### config.mk
export PLATFORM = sky130hd
export DESIGN_NAME = systolic_skew_feeder
export DESIGN_NICKNAME = d
export VERILOG_FILES = /design/src/rtl/systolic_skew_feeder.sv
export SDC_FILE = /design/constraint.sdc
export NUM_CORES = 1
export LEC_CHECK = 0
export CORE_AREA = 5 5 144 146
export DETAILED_ROUTE_END_ITERATION = 10
export DIE_AREA = 0 0 149 151
export HOLD_SLACK_MARGIN = 0.12
export PLACE_DENSITY = 0.71
export REMOVE_ABC_BUFFERS = 1
export SYNTH_ARGS = -nofsm -noshare
export SYNTH_HDL_FRONTEND = slang
export SYNTH_HIERARCHICAL = 1
export SYNTH_SLANG_ARGS = --single-unit
### constraint.sdc
create_clock -name clk -period 3.65 [get_ports clk]
set_input_delay 0.365 -clock clk [delete_from_list [all_inputs] [get_ports clk]]
set_output_delay 0.365 -clock clk [all_outputs]
set_load 0.01 [all_outputs]
### src/rtl/systolic_skew_feeder.sv
// Skewed operand feeder for an N x N systolic array: captures A and B on start and
// streams row i of A delayed by i cycles on the left edge, column j of B delayed by j on top.

module systolic_skew_lane #(
  parameter int W    = 4,
  parameter int N    = 4,
  parameter int LANE = 0,
  parameter int TW   = 3
)(
  input  logic [N-1:0][W-1:0] vec,
  input  logic [TW-1:0]       step,
  output logic [W-1:0]        sel
);
  // Lane LANE shows element (step - LANE) of its vector, zero outside the matrix.
  always_comb begin
    sel = '0;
    for (int k = 0; k < N; k++)
      if (int'(step) == LANE + k) sel = vec[k];
  end
endmodule

module systolic_skew_feeder #(
  parameter int DATA_WIDTH   = 4,
  parameter int N            = 4,
  parameter int DRAIN_CYCLES = N
)(
  input  logic                         clk,
  input  logic                         reset,
  input  logic                         start,
  input  logic [N*N*DATA_WIDTH-1:0]    a_flat,
  input  logic [N*N*DATA_WIDTH-1:0]    b_flat,
  output logic [N*DATA_WIDTH-1:0]      left_out,
  output logic [N*DATA_WIDTH-1:0]      top_out,
  output logic                         feed_valid,
  output logic                         busy,
  output logic                         done
);
  localparam int FLAST = 2*N - 2;
  localparam int DLAST = (DRAIN_CYCLES > 0) ? DRAIN_CYCLES - 1 : 0;
  localparam int TMAX  = (FLAST > DRAIN_CYCLES) ? FLAST : DRAIN_CYCLES;
  localparam int TW    = (TMAX < 1) ? 1 : $clog2(TMAX + 1);

  typedef logic [N-1:0][N-1:0][DATA_WIDTH-1:0] mat_t;
  typedef logic [N-1:0][DATA_WIDTH-1:0]        lane_t;
  typedef enum logic [1:0] {IDLE, FEED, DRAIN, DONE} state_t;

  state_t        state, state_n;
  logic [TW-1:0] t, t_n;
  mat_t          a_cap, b_cap, a_src, b_src;
  lane_t         left_sel, top_sel, left_n, top_n, left_r, top_r;
  logic          feed_n, busy_n, done_n;

  // Step 0 is registered on the start edge itself, so it must read the live inputs.
  assign a_src = (state == IDLE) ? mat_t'(a_flat) : a_cap;
  assign b_src = (state == IDLE) ? mat_t'(b_flat) : b_cap;

  for (genvar i = 0; i < N; i++) begin : g_lane
    lane_t col;
    for (genvar k = 0; k < N; k++) begin : g_col
      assign col[k] = b_src[k][i];
    end
    systolic_skew_lane #(.W(DATA_WIDTH), .N(N), .LANE(i), .TW(TW)) u_left (
      .vec(a_src[i]), .step(t_n), .sel(left_sel[i]));
    systolic_skew_lane #(.W(DATA_WIDTH), .N(N), .LANE(i), .TW(TW)) u_top (
      .vec(col), .step(t_n), .sel(top_sel[i]));
  end

  always_comb begin
    state_n = state;
    t_n     = t;
    case (state)
      IDLE:  if (start) begin state_n = FEED; t_n = '0; end
      FEED:  if (t == TW'(FLAST)) begin
               state_n = (DRAIN_CYCLES == 0) ? DONE : DRAIN;
               t_n     = '0;
             end else t_n = t + 1'b1;
      DRAIN: if (t == TW'(DLAST)) begin state_n = DONE; t_n = '0; end
             else t_n = t + 1'b1;
      DONE:  begin state_n = IDLE; t_n = '0; end
      default: begin state_n = IDLE; t_n = '0; end
    endcase
  end

  always_comb begin
    feed_n = (state_n == FEED);
    busy_n = (state_n == FEED) || (state_n == DRAIN);
    done_n = (state_n == DONE);
    left_n = feed_n ? left_sel : '0;
    top_n  = feed_n ? top_sel  : '0;
  end

  always_ff @(posedge clk) begin
    if (!reset) begin
      state      <= IDLE;
      t          <= '0;
      a_cap      <= '0;
      b_cap      <= '0;
      left_r     <= '0;
      top_r      <= '0;
      feed_valid <= 1'b0;
      busy       <= 1'b0;
      done       <= 1'b0;
    end else begin
      state <= state_n;
      t     <= t_n;
      if (state == IDLE && start) begin
        a_cap <= mat_t'(a_flat);
        b_cap <= mat_t'(b_flat);
      end
      left_r     <= left_n;
      top_r      <= top_n;
      feed_valid <= feed_n;
      busy       <= busy_n;
      done       <= done_n;
    end
  end

  assign left_out = left_r;
  assign top_out  = top_r;
endmodule

==> impl_results.md <==
* FF+latch count, synth at 168
* DR WL/cell at 16.18 microns
* Ports at roughly 170
* Final net count at 1,204
* Final Hold Fails at 0
* Hold Path Class: flip-flop to flip-flop
* Status: completed
* Share of layout cells above drive strength 1 at 17.61%
* Number of cells upsized or downsized after cts at 0
* CP Data Required Time at 3960 ps
* Gr usage total at 19.15%
* Clock Path Buffers at 2
* Most frequent cell on the critical path: nor2b_1
* Num CTS Buffers at 17
* Die ar. at 22,500 sq um
* Setup Skew at 6.988 ps
* Crit path buf inv count at 0
* Slew Limit Headroom at 32.46%
* Layout area overhead at 26.97%
* Crit path capture type: flip-flop
* DP HPWL at around 14 mm
* Vias in the first global route at between 6,000 and 7,000
* First-pass GRT wire length at 34.90 mm
* CP max-delay cell: mux4_1
* Seq/Total Area, Yosys at 39.54%
* CTS tree: yes
* Clock H-tree levels at 4
* Die span in x at 149 microns
* Initial Utilization at 44.14%
* Clk pin slew, worst setup/hold paths at 60 ps
* Number of routed nets with antenna violations at 0
* Top_reg_cell synth: dfxtp_1
* Synth top cells by count: 259 x nand2_1, 168 x dfxtp_1, 131 x a21oi_1, 128 x mux2_2
* Slowest stage delay, CP at 600 ps
* Clock Sink Count at 168
* Rows at between 50 and 60
* CP arrival at ~3000 ps
* Cells on Worst Hold Path at 2
* Largest net degree at the start of global routing at 81
* CP Class: flip-flop to flip-flop
* Most frequent cell after synthesis: nand2_1
* DR DRC count at 0
* Endpoints failing setup at 0
* Hold buffers post-CTS at 0
* Initial antenna violation count at 1
* Worst r2r path cells at 6
* Placed cells at roughly 1,300
* Crit. path cell count at 6
* Vias post-DR at 6,985
* Final Instance Count excl. Fillers at 1,346
* Mean Syn Cell Area at 9.060 sq um
* Router iterations before antenna repair at 5
* Final min period at 2637 ps
* CTS root buffer: clkbuf_16
* Iter 0 DRT Violations at between 500 and 600
* CP top delay family: compound AO/OA/AOI/OAI gates
* Critical path startpoint category: flip-flop
* Unrepaired setup endpoints after global routing: no
* Worst-Margin Slew at 1013 ps
* Top cell type's share of synthesized area at 39.54%
* Clk Latency, worst-skew pair at 420 ps
* FMAX at 379.2 MHz
* MaxCap Viol Count at 0
* Yosys cell types at 37
* Vias per cell at 5.189
* Setup bufs post-CTS at 0
* DRT Wirelength at 21.79 mm
* Crit-path cells: nor2b_1 > a22oi_1 > a21oi_4 > mux4_1 > nor2b_1 > and3_1
* Post-Syn Instances at 939
* Fin util at a little under three fifths
* Port bufs at 165
* Top cell type by total area after synthesis: dfxtp_1
* Slew Viols, Final at 0
* Synth top area cells: dfxtp_1 40%, mux2_2 17%, nand2_1 11%
* Routability cong. at 0.8003
* Peak VDD IR at 0.0003121 V
* GRT overflow at 0
* Warnings from Yosys at 6
* Die Span Y at 151 microns
* Leak at 4.085 nW
* Critical path peak fanout at 11
* Final period util at 72.25%
* Asr flop ratio synth at 0%
* Power density cells at 433.2 nW/um^2
* Core area at 19,270 sq um
* Mapped Area at around 8500 sq um
* Number of synthesized flops with an enable pin at 0
## state kept, by name, summed over array words and instances, names as in the netlist
name	count
a_cap	64
b_cap	64
left_out	16
top_out	16
t	3
state	2
busy	1
done	1
feed_valid	1
## routing by layer
layer  global-route usage [%]  wire length (microns)
met4                    6.178                    307
met5                        0                      0
met2                    31.91                  10640
met1                    25.46                   9830
met3                    3.202                   1004
## worst paths after layout
check | startpoint | end | slack, ps
worst max-delay path | state[0] | left_out[1] | 1010
worst min-delay path | b_cap[50] | b_cap[50] | 450
worst max register to register | state[0] | left_out[1] | 1010
worst min register to register | b_cap[50] | b_cap[50] | 450
## stage by stage
| step | setup slack (ps) | hold WS [ps] | power, mW | instance area (sq um) | TNS, ps |
|---|---|---|---|---|---|
| 2_1_floorplan | -3490 | 433.8 | 2.539 | 8013 | -195490 |
| 3_3_place_gp | 884.9 | 439.0 | 2.843 | 10180 | 0 |
| 3_5_place_dp | 876.1 | 444.1 | 2.853 | 10180 | 0 |
| 4_1_cts | 973.6 | 453.6 | 4.722 | 10800 | 0 |
| 5_1_grt | 764.4 | 465.9 | 4.876 | 10800 | 0 |
| 6_report | 1013 | 451.3 | 4.679 | 10800 | 0 |
## worst min-delay path: stages, from the launching register on
cell and delay (ps):
dfxtp_1 310, nand2_1 50, a21oi_1 50
## cells in the final DEF, fill, tap and decap left out, drive strengths merged, types with 2 or more instances in the layout
master,instances
dfxtp,168
clkinvlp,2
o211ai,16
buf,17
or2b,2
and2,3
nand2b,6
clkbuf,20
bufinv,3
nand4bb,16
a22oi,2
ha,6
o22ai,8
inv,8
diode,2
nor2,6
mux4,8
nand3b,2
a21oi,131
mux2,128
clkinv,5
nor2b,9
and3,32
nand4b,16
nand2,259
clkdlybuf4s50,164
mux2i,32
## kinds of logic (layout without fill, tap and decap cells)
family / after synthesis / count (layout) / share of synthesized area (%)
flops: 168 / 168 / 39.54
other cells: 0 / 2 / 0
buf+inv: 79 / 219 / 6.119
simple gates: 357 / 357 / 20.19
compound gates: 161 / 161 / 10.27
fa+ha+maj: 6 / 6 / 0.8825
mux: 168 / 168 / 23.00
## cell type report
type	instances	area, sq um
clock buffer	20	466.7
clock inverter	11	146.4
timing repair buffer	181	1804
fill	1742	8469
antenna	2	5.005
inverter	7	28.78
multi-input combinational	692	4656
sequential	168	3363
tap	265	331.6
## where the power goes
part	leakage (nW)	internal [mW]	switching (mW)	total [mW]
Sequential	1.38	1.93	0.0467	1.98
Clock	0.298	1.13	0.739	1.87
Combinational	2.41	0.449	0.383	0.832
(Power assumes the default switching activity.)
